$ cat config.mk
export PLATFORM = sky130hd
export DESIGN_NAME = addsub_seq_ctrl
export DESIGN_NICKNAME = d
export VERILOG_FILES = /design/src/rtl/addsub_seq_ctrl.sv
export SDC_FILE = /design/constraint.sdc
export NUM_CORES = 1
export LEC_CHECK = 0
export BUFFER_PORTS_ARGS = -buffer_cell sky130_fd_sc_hd__buf_2
export CAP_MARGIN = 0
export CORE_UTILIZATION = 50
export CTS_CLUSTER_DIAMETER = 120
export DETAILED_ROUTE_END_ITERATION = 16
export GPL_ROUTABILITY_DRIVEN = 0
export GPL_TIMING_DRIVEN = 0
export MAX_ROUTING_LAYER = met4
export PLACE_DENSITY = 0.81
export SYNTH_ARGS = -nofsm -noshare
export SYNTH_HDL_FRONTEND = slang
export SYNTH_SLANG_ARGS = --single-unit
export TNS_END_PERCENT = 30
$ cat constraint.sdc
create_clock -name clk -period 5.7 [get_ports clk]
set_clock_uncertainty 0.1 [all_clocks]
set_input_delay 0.57 -clock clk [delete_from_list [all_inputs] [get_ports clk]]
set_output_delay 0.57 -clock clk [all_outputs]
set_load 0.1 [all_outputs]
$ cat src/rtl/addsub_seq_ctrl.sv
// Byte-serial NBYTES-wide add/subtract sequencer driving one shared 8-bit AdderSubtractor.
// Inter-byte carry/borrow is folded in by an extra +1/-1 pass through the same unit.
module addsub_seq_ctrl #(
   parameter int NBYTES = 4
) (
   input  logic                  clk,
   input  logic                  rst_n,
   input  logic                  req_valid,
   output logic                  req_ready,
   input  logic [8*NBYTES-1:0]   req_a,
   input  logic [8*NBYTES-1:0]   req_b,
   input  logic                  req_sub,
   output logic                  rsp_valid,
   input  logic                  rsp_ready,
   output logic [8*NBYTES-1:0]   rsp_result,
   output logic                  rsp_cout,
   output logic                  rsp_ovf,
   output logic [7:0]            au_A,
   output logic [7:0]            au_B,
   output logic                  au_Add_ctrl,
   input  logic [7:0]            au_SUM,
   input  logic                  au_C_out
);

   localparam int W  = 8 * NBYTES;
   localparam int IW = (NBYTES > 1) ? $clog2(NBYTES) : 1;
   localparam logic [IW-1:0] LAST = IW'(NBYTES - 1);

   typedef enum logic [1:0] {S_IDLE, S_OP, S_CORR, S_DONE} state_t;

   function automatic logic ovf_f(input logic sub, input logic a_msb,
                                  input logic b_msb, input logic r_msb);
      return ((a_msb ^ b_msb) == sub) && (r_msb != a_msb);
   endfunction

   state_t                   state_q;
   logic [NBYTES-1:0][7:0]   a_q, b_q, r_q;
   logic [IW-1:0]            i_q;
   logic                     sub_q, cf_q, c1_q;
   logic                     req_ready_q, rsp_valid_q, rsp_cout_q, rsp_ovf_q;
   logic [W-1:0]             rsp_result_q;
   logic [7:0]               au_a_q, au_b_q;
   logic                     au_ctrl_q;

   logic [NBYTES-1:0][7:0]   r_d;
   logic [IW-1:0]            i_nxt_d;
   logic                     cf_d, corr_d, adv_d, last_d, accept_d;

   always_comb begin
      r_d         = r_q;
      r_d[i_q]    = au_SUM;
      corr_d      = sub_q ? ~cf_q : cf_q;
      cf_d        = au_C_out;
      // In CORR the chain flag merges the main-pass flag with the correction flag
      if (state_q == S_CORR)
         cf_d = sub_q ? (c1_q & au_C_out) : (c1_q | au_C_out);
      adv_d       = (state_q == S_CORR) || ((state_q == S_OP) && !corr_d);
      last_d      = (i_q == LAST);
      i_nxt_d     = i_q + IW'(1);
      accept_d    = (state_q == S_IDLE) && req_valid && req_ready_q;
   end

   always_ff @(posedge clk) begin
      if (accept_d) begin
         a_q <= req_a;
         b_q <= req_b;
      end
      if ((state_q == S_OP) || (state_q == S_CORR))
         r_q <= r_d;
      if (state_q == S_OP)
         c1_q <= au_C_out;
   end

   always_ff @(posedge clk or negedge rst_n) begin
      if (!rst_n) begin
         state_q      <= S_IDLE;
         i_q          <= '0;
         sub_q        <= 1'b0;
         cf_q         <= 1'b0;
         req_ready_q  <= 1'b0;
         rsp_valid_q  <= 1'b0;
         rsp_result_q <= '0;
         rsp_cout_q   <= 1'b0;
         rsp_ovf_q    <= 1'b0;
         au_a_q       <= '0;
         au_b_q       <= '0;
         au_ctrl_q    <= 1'b0;
      end else begin
         case (state_q)
            S_IDLE: begin
               req_ready_q <= 1'b1;
               if (accept_d) begin
                  sub_q       <= req_sub;
                  cf_q        <= req_sub;
                  i_q         <= '0;
                  req_ready_q <= 1'b0;
                  au_a_q      <= req_a[7:0];
                  au_b_q      <= req_b[7:0];
                  au_ctrl_q   <= req_sub;
                  state_q     <= S_OP;
               end
            end
            S_OP, S_CORR: begin
               if (!adv_d) begin
                  state_q <= S_CORR;
                  au_a_q  <= au_SUM;
                  au_b_q  <= 8'h01;
               end else begin
                  cf_q <= cf_d;
                  if (last_d) begin
                     state_q      <= S_DONE;
                     au_a_q       <= '0;
                     au_b_q       <= '0;
                     au_ctrl_q    <= 1'b0;
                     rsp_valid_q  <= 1'b1;
                     rsp_result_q <= r_d;
                     rsp_cout_q   <= cf_d;
                     rsp_ovf_q    <= ovf_f(sub_q, a_q[NBYTES-1][7], b_q[NBYTES-1][7],
                                           r_d[NBYTES-1][7]);
                  end else begin
                     state_q <= S_OP;
                     i_q     <= i_nxt_d;
                     au_a_q  <= a_q[i_nxt_d];
                     au_b_q  <= b_q[i_nxt_d];
                  end
               end
            end
            S_DONE: begin
               if (rsp_ready) begin
                  state_q      <= S_IDLE;
                  rsp_valid_q  <= 1'b0;
                  rsp_result_q <= '0;
                  rsp_cout_q   <= 1'b0;
                  rsp_ovf_q    <= 1'b0;
                  req_ready_q  <= 1'b1;
               end
            end
            default: state_q <= S_IDLE;
         endcase
      end
   end

   assign req_ready   = req_ready_q;
   assign rsp_valid   = rsp_valid_q;
   assign rsp_result  = rsp_result_q;
   assign rsp_cout    = rsp_cout_q;
   assign rsp_ovf     = rsp_ovf_q;
   assign au_A        = au_a_q;
   assign au_B        = au_b_q;
   assign au_Add_ctrl = au_ctrl_q;

endmodule

---- Word-level counts from Yosys, hierarchy flattened ----
Index checks and enable logic that the tools add are counted.
word-level totals
  output and inout port bits .............. 53
  register bits ........................... 156
  input port bits ......................... 78
  word-level logic and storage cells ...... 115
cells by class
  bitwise operators ....................... 4
  order comparisons ....................... 3
  add/subtract/negate cells ............... 1
  muxes and demuxes ....................... 50
  reduce and logical (&&, ||, !) cells .... 21
  eq/ne operators ......................... 11
operator list
  kind                   count
  $mux W32               3
  $mux W8                9
  $pmux W32 S2           1
  $bmux W8 S2            2
  $bwmux W32             1
  $pmux W8 S2            2
  $demux W8 S2           1
  $mux W1                16
  $mux W2                7
  $pmux W1 S2            6
  $reduce_and A4 Y1      3
  $ne A2 B2 Y1 const B   5
  $reduce_and A2 Y1      4
  $eq A2 B2 Y1 const B   3
  $lt A2 B3 Y1 const B   2
  $pmux W2 S3            1
  $reduce_bool A2 Y1     3
  $logic_and A1 B1 Y1    5
  $pmux W2 S2            1
  $reduce_and A3 Y1      1
  $add A2 B1 Y2 const B  1
  $eq A2 B1 Y1 const B   1
  $ge A2 B1 Y1 const B   1
  $logic_not A2 Y1       1
  other kinds (9)        10

---- Depth between registers and ports, before layout ----
  word-level depth ........................ 10
  gate-level depth with buffers ........... 9
  mapped depth without buffers ............ 6

---- Worst setup path after synthesis ----
No wires, ideal clock.
  path kind ............................... register to register
  from .................................... reg req_ready_q (netlist: req_ready)
  to ...................................... reg sub_q
  arrival time ............................ 3.066 ns
  period minus slack after synthesis ...... 3.294 ns
  path buffers ............................ 0
  library setup time ...................... 0.128 ns
  required time ........................... 5.472 ns
  stages on the path, launching flop included .. 4
  setup slack ............................. 2.406 ns
  cell sequence ........................... dfrtp_1 > nand3_1 > inv_1 > mux2_2
on the way
  longest elaborated chain between the ends .. 2
ends and longest elaborated chain
  item                         line  RTL
  from (decl)                  40    logic req_ready_q, rsp_valid_q, rsp_cout_q, rsp_ovf_q;
  from (signal assigned)       80    req_ready_q <= 1'b0;
  from (signal assigned)       91    req_ready_q <= 1'b1;
  from (signal assigned)       96    req_ready_q <= 1'b0;
  $logic_and A1 B1 Y1          60    accept_d = (state_q == S_IDLE) && req_valid && req_ready_q;
  named net accept_d           47    logic cf_d, corr_d, adv_d, last_d, accept_d;
  $reduce_and A2 Y1 (no line)  --
  to (signal assigned)         93    sub_q <= req_sub;
  to (decl)                    39    logic sub_q, cf_q, c1_q;
The timed path passes the listed nets, and every way through them passes these cells.
A chain may end at the register's enable or synchronous reset.

---- Worst setup path after layout ----
  from .................................... reg i_q[0]
  to ...................................... reg au_b_q[6] (netlist: au_B[6])
on the way
  longest elaborated chain between the ends .. 6
  elaborated cells between the ends (all ways) .. 7
  classes of those cells .................. add/sub: 1; eq/ne: 1; mux: 5
ends and longest elaborated chain
  item                           line  RTL
  from (decl)                    38    logic [IW-1:0] i_q;
  from (signal assigned)         122   i_q <= i_nxt_d;
  $add A2 B1 Y2                  59    i_nxt_d = i_q + IW'(1);
  $bmux W8 S2                    124   au_b_q <= b_q[i_nxt_d];
  $mux W8 (implied by the code)  124
  $mux W8 *                      110   if (last_d) begin
  $mux W8 *                      104   if (!adv_d) begin
  $pmux W8 S2 *                  89    case (state_q)
  to (signal assigned)           98    au_b_q <= req_b[7:0];
  to (signal assigned)           124
  to (decl)                      42    logic [7:0] au_a_q, au_b_q;
Mark *: on every way between the ends. The rest lies on a longest branch, timed or not. The select of a mux whose other input is x is not followed.

==> results.sh <==
export IMPL_dpl_hpwl_mm=10.3
export IMPL_core_area_sq_um=12800
export IMPL_yosys_area_top_type="sky130_fd_sc_hd__edfxtp_1"
export IMPL_reg2reg_setup_slack_ns=2.08
export IMPL_synth_edff_count=97
export IMPL_finalHoldViolCount=0
export IMPL_timing_worst_slew_pin_value_ns=0.792
export IMPL_cts_made_buffers=17
export IMPL_area_growth_pct=22.7
export IMPL_drt_iter0_markers=301
export IMPL_final_period_util_pct=63.5
export IMPL_via_count_of_the_first_global_routing_pass=4557
export IMPL_mostFrequentLayoutCells="sky130_fd_sc_hd__buf_2 (132), sky130_fd_sc_hd__edfxtp_1 (97), sky130_fd_sc_hd__dfrtp_1 (59)"
export IMPL_worst_path_max_fanout=10
export IMPL_seq_area_frac_synth_pct=65.5
export IMPL_grt_util_all_layers_pct=23.6
export IMPL_detail_route_wl_per_cell_um=19.0
export IMPL_worst_slew_margin_rel_pct=47.2
export IMPL_finish_utilization_pct=64.1
export IMPL_initial_antenna_violation_count=1
export IMPL_crit_reg2reg_launch="i_q[0]"
export IMPL_cts_clk_slew_worst_paths_ns=0.06
export IMPL_nFillCells=954
export IMPL_placement_io_buffers=130
export IMPL_setup_violations_final=0
export IMPL_synthesis_area_per_instance_sq_um=14.6
export IMPL_final_common_cell="sky130_fd_sc_hd__buf_2"
export IMPL_clock_fmax_mhz=276
export IMPL_cts_sinks=156
export IMPL_synth_largest_type_area_fraction_pct=43.5
export IMPL_critical_path_class="reg2reg"
export IMPL_complex_gate_fraction_of_the_synthesized_area_pct=6.67
export IMPL_fp_row_count=41
export IMPL_detail_route_vias_per_cell=5.47
export IMPL_share_of_cell_area_taken_by_muxes_after_synthesis_pct=16.0
export IMPL_synthAdderAreaFrac_pct=1.49
export IMPL_number_of_setup_buffers_added_after_cts=0
export IMPL_floorplan_initialDensity_pct=52.2
export IMPL_remaining_drc_errors=0
export IMPL_crit_path_max_incr_delay_ns=0.66
export IMPL_vias=4340
export IMPL_syn_num_nets=544
export IMPL_rsz_0062_raised_after_global_routing="false"
export IMPL_worst_hold_path_type="in2async"
export IMPL_postLayoutCellArea_sq_um=8220
export IMPL_multi_input_combinational_cell_area_sq_um=2010
export IMPL_drive_gt1_share_pct=35.9
export IMPL_seqCellArea_sq_um=4390
export IMPL_cp_arrival_ns=3.79
export IMPL_worstSkewPairLatency_ns=0.42
export IMPL_critical_path_required_ns=5.87
export IMPL_end_kind="register"
export IMPL_start_kind="register"
export IMPL_number_of_search_and_repair_iterations_in_the_first_detailed_routing_pass=5
export IMPL_run_status="finished, final reports clean"
export IMPL_finalSetupTns_ns=0
export IMPL_critPathSlowestCell="sky130_fd_sc_hd__clkbuf_1"
export IMPL_crit_buf_inv=5
export IMPL_wire_length_of_the_first_global_routing_pass_mm=24.0
export IMPL_yosys_area_share_xor_xnor_pct=0.504
export IMPL_antenna_violating_nets_post_route=0
export IMPL_floorplan_die_width_um=118
export IMPL_synth_top_cells_by_area="sky130_fd_sc_hd__edfxtp_1 (43%), sky130_fd_sc_hd__dfrtp_1 (22%), sky130_fd_sc_hd__mux2_2 (5.7%)"
export IMPL_die_area_sq_um=13900
export IMPL_cts_hold_buffers_added=0
export IMPL_timing_reg2reg_worst_path_depth=9
export IMPL_top_reg_cell_synth="sky130_fd_sc_hd__edfxtp_1"
export IMPL_critical_path_s_top_delay_family="buffers and inverters"
export IMPL_synth_warning_count=0
export IMPL_pin_count=131
export IMPL_syn_area_sq_um=6700
export IMPL_maximum_number_of_pins_on_one_net_before_global_route_repair=60
export IMPL_synth_simple_gate_area_share_pct=5.25
export IMPL_crit_chain="buf_2 -> buf_2 -> inv_1 -> ha_1 -> clkbuf_1 -> clkbuf_1 -> mux4_2 -> a22oi_1 -> a21oi_1"
export IMPL_synth_cell_type_count=45
export IMPL_post_cts_resized=0
export IMPL_critical_path_startpoint="i_q[0]"
export IMPL_clock_tree_from_tritoncts="built"
export IMPL_timing_final_crit_period_ns=3.62
export IMPL_worstReg2RegEnd="au_B[6]"
export IMPL_cap_viol_max_count=0
export IMPL_synthesis_instances=458
export IMPL_ctsHtreeMaxLevel=4
export IMPL_nets=694
export IMPL_cts_path_max_buffers=2
export IMPL_synth_async_sr_flop_share_pct=37.8
export IMPL_fin_hold_ws_ns=0.127
export IMPL_placement_cell_area_sq_um=7590
export IMPL_final_max_slew_violation_count=0
export IMPL_ys_seq_elements=156
export IMPL_fp_dieH_um=118
export IMPL_cts_root_buffer="sky130_fd_sc_hd__clkbuf_16"
export IMPL_routed_wirelength_mm=15.1
export IMPL_synth_top_family_by_area="multiplexers"
export IMPL_grt_ovfl_total=0
==> layer usage <==
metal  wire [um]  share of wire, %  GRT usage (%)  vias up
met5           0                 0              -        -
li1            -                 -              -     1973
met4         585               3.9           12.8        0
met1        6270                42           28.5     2177
met3         693               4.6           4.55       40
met2        7530                50           37.8      150
==> worst max-delay path by stage <==
| stage | end | cells past startpoint |
|---|---|---|
| after global routing | au_B[6] | 9 |
| after global placement | au_B[4] | 9 |
| after floorplan | sub_q | 3 |
| after detailed placement | i_q[1] | 8 |
| after CTS | i_q[1] | 8 |
| final | au_B[6] | 9 |
==> Yosys cell counts (2+ instances only) <==
cell and count:
sky130_fd_sc_hd__nor2b_1 6, sky130_fd_sc_hd__a21o_2 3, sky130_fd_sc_hd__nand3b_1 4, sky130_fd_sc_hd__dfrtp_1 59, sky130_fd_sc_hd__xor2_1 2, sky130_fd_sc_hd__edfxtp_1 97, sky130_fd_sc_hd__nand3_1 2, sky130_fd_sc_hd__nor4_1 2
sky130_fd_sc_hd__a31oi_1 4, sky130_fd_sc_hd__mux4_2 16, sky130_fd_sc_hd__mux2_2 34, sky130_fd_sc_hd__nand2_1 38, sky130_fd_sc_hd__inv_1 40, sky130_fd_sc_hd__a221oi_1 5, sky130_fd_sc_hd__o22a_1 4, sky130_fd_sc_hd__a22oi_1 7
sky130_fd_sc_hd__a211o_1 2, sky130_fd_sc_hd__mux2i_1 33, sky130_fd_sc_hd__nor2_1 21, sky130_fd_sc_hd__buf_2 3, sky130_fd_sc_hd__ha_1 8, sky130_fd_sc_hd__a21oi_1 13, sky130_fd_sc_hd__o31ai_1 3, sky130_fd_sc_hd__clkbuf_1 16
sky130_fd_sc_hd__buf_12 3, sky130_fd_sc_hd__o21ai_0 12, sky130_fd_sc_hd__o22ai_1 3
==> state kept, by name (all words and copies together) (netlist names), 2 cells and up <==
name / cells
state_q: 2
a_q: 32
i_q: 2
b_q: 32
rsp_result: 32
au_A: 8
au_B: 8
r_q: 32
==> area by class of cell <==
class                           instances  share of cell area (%)
Sequential cell                       156                    53.4
Multi-Input combinational cell        237                    24.4
Timing Repair Buffer                  131                    8.19
Clock buffer                           19                    5.26
Tap cell                              172                    2.62
Clock inverter                         13                    2.40
Inverter                               41                    1.87
Buffer                                 24                    1.84
Antenna cell                            1                  0.0304
==> through the flow <==
stage          setup WS [ns]  instances
6_report                2.08        794
3_5_place_dp            1.99        761
2_1_floorplan           2.41        458
5_1_grt                 1.86        794
4_1_cts                 1.99        793
3_3_place_gp            2.11        760
==> cells by family (layout without fill, tap and decap cells) <==
kind of cell | Yosys count | after routing
buf+inv | 65 | 228
other cells | 0 | 1
fa+ha+maj | 8 | 8
compound gates | 64 | 64
simple gates | 79 | 79
mux | 83 | 83
xor+xnor | 3 | 3
flops | 156 | 156
Power is not shown: default switching activity piles up to over one toggle a cycle in this logic, so the estimate is an artifact.
